### src/rtl/wm_control_panel.sv
`default_nettype none
// ============================================================================
// Module  : wm_control_panel
// Purpose : Debounced front panel driving the washing-machine controller.
// Revision: 1.0
// ============================================================================
module wm_control_panel #(
  parameter int DEB_CYCLES  = 20000,
  parameter int START_HOLD  = 2,
  parameter int ARM_TIMEOUT = 16
) (
  input  logic clk,
  input  logic rst,
  input  logic btn_start,
  input  logic btn_pause,
  input  logic btn_double,
  input  logic btn_dry,
  input  logic done,
  output logic start,
  output logic double_wash,
  output logic dry_wash,
  output logic time_pause,
  output logic led_running,
  output logic led_paused,
  output logic ack_timeout
);

  localparam int c_deb_w   = (DEB_CYCLES > 1) ? $clog2(DEB_CYCLES) : 1;
  localparam int c_arm_w   = (ARM_TIMEOUT > 1) ? $clog2(ARM_TIMEOUT) : 1;
  localparam int c_i_start = 0;
  localparam int c_i_pause = 1;
  localparam int c_i_dbl   = 2;
  localparam int c_i_dry   = 3;

  typedef enum logic [1:0] {
    S_IDLE   = 2'd0,
    S_ARM    = 2'd1,
    S_RUN    = 2'd2,
    S_PAUSED = 2'd3
  } state_t;

  logic [3:0] raw_btn;
  logic [3:0] press;

  assign raw_btn = {btn_dry, btn_double, btn_pause, btn_start};

  for (genvar gi = 0; gi < 4; gi++) begin : g_debounce
    logic               sync1_q, sync1_d;
    logic               sync2_q, sync2_d;
    logic               deb_q, deb_d;
    logic               prev_q, prev_d;
    logic [c_deb_w-1:0] cnt_q, cnt_d;

    // The counter only runs while the synchronised level disagrees with the
    // debounced level, so any agreement restarts the stability window.
    always_comb begin
      sync1_d = raw_btn[gi];
      sync2_d = sync1_q;
      prev_d  = deb_q;
      deb_d   = deb_q;
      cnt_d   = '0;
      if (sync2_q != deb_q) begin
        if (cnt_q == c_deb_w'(DEB_CYCLES - 1)) begin
          deb_d = sync2_q;
        end else begin
          cnt_d = cnt_q + c_deb_w'(1);
        end
      end
    end

    always_ff @(posedge clk or posedge rst) begin
      if (rst) begin
        sync1_q <= 1'b0;
        sync2_q <= 1'b0;
        deb_q   <= 1'b0;
        prev_q  <= 1'b0;
        cnt_q   <= '0;
      end else begin
        sync1_q <= sync1_d;
        sync2_q <= sync2_d;
        deb_q   <= deb_d;
        prev_q  <= prev_d;
        cnt_q   <= cnt_d;
      end
    end

    assign press[gi] = deb_q & ~prev_q;
  end

  state_t             state_q, state_d;
  logic [c_arm_w-1:0] arm_cnt_q, arm_cnt_d;
  logic               double_sel_q, double_sel_d;
  logic               dry_sel_q, dry_sel_d;
  logic               start_q, start_d;
  logic               double_wash_q, double_wash_d;
  logic               dry_wash_q, dry_wash_d;
  logic               time_pause_q, time_pause_d;
  logic               led_running_q, led_running_d;
  logic               led_paused_q, led_paused_d;
  logic               ack_timeout_q, ack_timeout_d;

  always_comb begin
    state_d       = state_q;
    arm_cnt_d     = arm_cnt_q;
    double_sel_d  = double_sel_q;
    dry_sel_d     = dry_sel_q;
    ack_timeout_d = 1'b0;
    case (state_q)
      S_IDLE: begin
        if (press[c_i_dbl]) begin
          double_sel_d = ~double_sel_q;
          dry_sel_d    = 1'b0;
        end else if (press[c_i_dry]) begin
          dry_sel_d    = ~dry_sel_q;
          double_sel_d = 1'b0;
        end
        if (press[c_i_start]) begin
          state_d   = S_ARM;
          arm_cnt_d = '0;
        end
      end
      S_ARM: begin
        if ((arm_cnt_q >= c_arm_w'(START_HOLD - 1)) && !done) begin
          state_d = S_RUN;
        end else if (arm_cnt_q == c_arm_w'(ARM_TIMEOUT - 1)) begin
          state_d       = S_IDLE;
          ack_timeout_d = 1'b1;
        end else begin
          arm_cnt_d = arm_cnt_q + c_arm_w'(1);
        end
      end
      S_RUN: begin
        // done wins over a same-cycle pause press, which is simply dropped.
        if (done) begin
          state_d      = S_IDLE;
          double_sel_d = 1'b0;
          dry_sel_d    = 1'b0;
        end else if (press[c_i_pause]) begin
          state_d = S_PAUSED;
        end
      end
      S_PAUSED: begin
        if (press[c_i_pause]) begin
          state_d = S_RUN;
        end
      end
      default: state_d = S_IDLE;
    endcase

    start_d       = (state_d == S_ARM);
    double_wash_d = (state_d != S_IDLE) & double_sel_d;
    dry_wash_d    = (state_d != S_IDLE) & dry_sel_d;
    time_pause_d  = (state_d == S_PAUSED);
    led_running_d = (state_d != S_IDLE);
    led_paused_d  = (state_d == S_PAUSED);
  end

  always_ff @(posedge clk or posedge rst) begin
    if (rst) begin
      state_q       <= S_IDLE;
      arm_cnt_q     <= '0;
      double_sel_q  <= 1'b0;
      dry_sel_q     <= 1'b0;
      start_q       <= 1'b0;
      double_wash_q <= 1'b0;
      dry_wash_q    <= 1'b0;
      time_pause_q  <= 1'b0;
      led_running_q <= 1'b0;
      led_paused_q  <= 1'b0;
      ack_timeout_q <= 1'b0;
    end else begin
      state_q       <= state_d;
      arm_cnt_q     <= arm_cnt_d;
      double_sel_q  <= double_sel_d;
      dry_sel_q     <= dry_sel_d;
      start_q       <= start_d;
      double_wash_q <= double_wash_d;
      dry_wash_q    <= dry_wash_d;
      time_pause_q  <= time_pause_d;
      led_running_q <= led_running_d;
      led_paused_q  <= led_paused_d;
      ack_timeout_q <= ack_timeout_d;
    end
  end

  assign start       = start_q;
  assign double_wash = double_wash_q;
  assign dry_wash    = dry_wash_q;
  assign time_pause  = time_pause_q;
  assign led_running = led_running_q;
  assign led_paused  = led_paused_q;
  assign ack_timeout = ack_timeout_q;

endmodule
`default_nettype wire

### config.mk
export PLATFORM = sky130hd
export DESIGN_NAME = wm_control_panel
export DESIGN_NICKNAME = d
export VERILOG_FILES = /design/src/rtl/wm_control_panel.sv
export SDC_FILE = /design/constraint.sdc
export NUM_CORES = 1
export LEC_CHECK = 0
export ABC_AREA = 1
export BUFFER_PORTS_ARGS = -buffer_cell sky130_fd_sc_hd__clkbuf_2
export CORE_MARGIN = 2
export CORE_UTILIZATION = 35
export CTS_CLUSTER_SIZE = 10
export DETAILED_ROUTE_END_ITERATION = 7
export HOLD_SLACK_MARGIN = 0.08
export PLACE_DENSITY = 0.61
export RECOVER_POWER = 50
export SETUP_SLACK_MARGIN = 0.15
export SLEW_MARGIN = 40
export SYNTH_ARGS = -nofsm -noshare
export SYNTH_HDL_FRONTEND = slang
export SYNTH_SLANG_ARGS = --single-unit
### constraint.sdc
create_clock -name clk -period 4.1 [get_ports clk]
set_input_delay 0.41 -clock clk [delete_from_list [all_inputs] [get_ports clk]]
set_output_delay 0.41 -clock clk [all_outputs]
set_load 0.1 [all_outputs]
Yosys cells after proc, flatten, opt, wreduce, memory -nomap -nowiden
Index checks and enable logic that the tools add are counted.
Cells by class
  mux-type cells: 30
  add/subtract/negate cells: 5
  reduce and logical (&&, ||, !) cells: 10
  equal/unequal tests: 17
  $lt $le $gt $ge: 1
  bitwise logic cells: 12
Operator list (number)
  15-bit 2-to-1 mux: 8
  15-bit by 1-bit adder with 15-bit output, second input constant: 4
  15-bit equality test, second input constant: 4
  2-bit 2-to-1 mux: 6
  4-bit 2-to-1 mux: 3
  1-bit 2-to-1 mux: 9
  2-bit one-hot mux with 4 select lines: 1
  4-bit one-hot mux with 2 select lines: 1
  2-bit AND reduction: 4
  1-bit bitwise AND: 6
  2-bit equality test, second input constant: 3
  2-bit != test, second input constant: 3
  1-bit inverter: 6
  4-bit by 1-bit adder with 4-bit output, second input constant: 1
  2-bit by 1-bit equality test with 1-bit output, second input constant: 2
  4-bit equality test, second input constant: 1
  4-bit by 1-bit >= comparator with 1-bit output, second input constant: 1
  1-bit != test: 4
  1-bit one-hot mux with 2 select lines: 2
  4-bit AND reduction: 1
  2-bit nonzero test: 2
  2-bit logical NOT: 1
  1-bit logical AND: 1
  1-bit logical NOT: 1
Word-level totals
  register bits after elaboration: 90
  output and inout port bits: 7
  bits of input ports: 7
  logic and storage cells: 105

Depth between registers and ports, before layout
  word-level depth: 7
  gate-level depth with buffers: 12
  depth with buffers taken out: 12

Worst setup path after synthesis
OpenSTA, ideal clock, no wires.
  path kind: register to output
  from: register, netlist name led_paused
  to: output port time_pause
  arrival: 1324 ps
  path buffers: 1
  stages on the path, launching flop included: 2
  data required time: 3690 ps
  slack: 2366 ps
  cell sequence: dfrtp_1 buf_4
RTL lines
  end: declaration: line 22  | output logic time_pause,

==> impl_metrics.ini <==
[status]
outcome = finished with violations
violations = capacitance limit, slew limit

[floorplanning]
initial_utilization_pct = 35.7
coreArea_sq_mm = 0.0132
die_h_microns = 120
die-area_sq_mm = 0.0144
boundaryPins = 14
num_rows = 42
die_width_microns = 120

[place]
dp.cells = 780
place.gp.congestion = 0.865
port_buffers = 13
dpl.hpwl_mm = 6.54

[clocking]
cts_htree_levels = 3
cts-root-buf = clkbuf_16
cts_setup_buffers = 0
ctsResizeCount = 0
postCtsHoldBufs = 0
insertion_delay_ps = 330
clock-sinks = 90
path_clk_slew_ps = 60
cts_buffers = 9
cts_tree = done
cts_buffer_depth = 2

[route]
drcViolationCount = 0
wl_met3_microns = 319
drt-pass1-iter-count = 4
routed.top_layer = met4
vias_per_cell = 4.67
final_antenna_net_count = 0
wire_per_inst_microns = 11.2
wl_met2_mm = 4.21
dr_total_vias = 3716
dr.first_iter.drc_count = 315
drt-met1-wl_mm = 4.24
drt-total-wl_mm = 8.88

[worst_setup_path]
cp-end-kind = asynchronous set/reset pin
arrival_ps = 2400
worst_setup_path_start_kind = input port
path_delay_family = buffers and inverters
cp_cell_sequence = clkbuf_1 > clkinvlp_2 > buf_4
worstSetupPathType = input port to asynchronous set/reset pin
crit_path_max_incr_delay_ps = 1240
cpMaxStageDelayCell = clkinvlp_2
required_ps = 4550
crit_path_max_fanout = 51
cp_num_buf_inv = 3

[timing]
timing.final.crit_share_pct = 47.6
hold_viol = 0
setup_viol_count_final = 0
worst_clock_skew_ps = 6.32
finalHoldWorstSlack_ps = 183
max-slew-margin-rel_pct = -46.9
slew_viol_final = 52
rsz0062_at_grt = false
finalSetupTns_ps = 0
fmax_mhz = 512
period_needed_ps = 1950
worst_pin_slew_ps = 2190

[finish]
design.final.nets = 629
diodes = 0
n_fill_cell = 1290
layout_common_cells = nand2_1, nor2_1, dfrtp_1, inv_1, nand3_1
stdcell_count = 796
drive_gt1_share_pct = 11.8
synthToLayoutAreaGrowth_pct = 12.5
final_common_cell = nand2_1

[synth]
syn-instance-count = 591
ys_types = 25
seq_area_frac_synth_pct = 47.8
syn-mean-instance-area_sq_um = 7.97
mappedNetlistArea_sq_mm = 0.00471
synth_fp_nets = 605
yosys_register_bits = 90
yosys_warnings = 0

[power]
p_leak_nw = 2.27
cellPowerDensity_mw_per_mm2 = 427
ir_drop_uv = 189

[grt]
grt_antenna_before_repair = 0
grt_pass1_wl_mm = 16.1
grt_max_degree = 52
first_global_vias = 3639
gr-total-overflow = 0
grt_usage_pct = 13.5

[run]
max_cap_violations = 1

[worst_hold_path]
hold_class = input port to register
## stage by stage
stage | total power, W | instance area [sq um] | util (%) | setup slack, ps
after CTS | 0.00230 | 5310 | 40.2 | 2540
after detailed placement | 0.00146 | 5000 | 37.9 | 2580
final | 0.00226 | 5300 | 40.2 | 2150
after global placement | 0.00144 | 5000 | 37.9 | 2450
after floorplan | 0.00137 | 4710 | - | 1350
after global routing | 0.00239 | 5300 | 40.2 | 1670
## synth_stat cells, drive strengths merged
cell type | count | area, sq um
a21oi | 10 | 57.6
nand2 | 132 | 518
o21bai | 5 | 37.5
o21ai | 19 | 98.9
xnor2 | 8 | 70.1
buf | 1 | 7.51
nand3 | 59 | 333
nand4 | 17 | 106
dfrtp | 90 | 2250
nor2 | 128 | 578
nor3 | 7 | 35.0
xor2 | 23 | 209
ha | 7 | 87.6
and2 | 1 | 6.26
inv | 84 | 315
## sequential cells by signal (all words and copies together), names as in the netlist
register,cells
arm_cnt_q,4
double_sel_q,1
g_debounce.prev_q,4
state_q,2
led_paused,1
dry_sel_q,1
dry_wash,1
g_debounce.deb_q,4
g_debounce.cnt_q,60
ack_timeout,1
led_running,1
g_debounce.sync2_q,4
double_wash,1
start,1
g_debounce.sync1_q,4
## layout make-up
class,instances,area [sq um],area share (%)
clock inverter,4,50.0,0.944
multi-input combinational,416,2140,40.3
inverter,84,317,5.97
clock buffer,12,256,4.84
tap,176,220,4.15
sequential,90,2250,42.5
timing repair buffer,14,68.8,1.30
## per-layer routing
layer	GRT usage [%]	up-vias
li1	-	1897
met1	17.7	1729
met2	21.5	77
met3	3.14	13
met4	5.88	0
met5	0	-
## final timing paths
path | from | to | slack, ps | cells past startpoint
setup / recovery | rst | g_debounce[2].cnt_q[0] | 2150 | 3
hold / removal | btn_dry | g_debounce[3].sync1_q | 180 | 1
setup reg to reg | g_debounce[1].cnt_q[0] | g_debounce[1].cnt_q[9] | 2580 | 6
hold reg to reg | g_debounce[1].sync1_q | g_debounce[1].sync2_q | 350 | 0
max in group clk | led_paused | time_pause | 2570 | 1
min in group asynchronous | rst | dry_sel_q | 630 | 2
## where the power goes
part / switching (W) / internal, W / leakage, nW
clock network: 0.000324 / 0.000505 / 0.145
logic: 0.000334 / 0.000101 / 0.901
registers: 0.0000516 / 0.000949 / 1.22
total: 0.000710 / 0.00155 / 2.27
## cell families (layout without fill, tap and decap cells)
| kind of cell | after synthesis | after routing | share of synthesized area [%] |
|---|---|---|---|
| DFF | 90 | 90 | 47.8 |
| buffers and inverters | 85 | 114 | 6.85 |
| and+or+nand+nor | 344 | 344 | 33.5 |
| AOI/OAI and AO/OA | 34 | 34 | 4.12 |
| xor gates and xnor gates | 31 | 31 | 5.92 |
| adders and majority gates | 7 | 7 | 1.86 |
(Power assumes the default switching activity.)
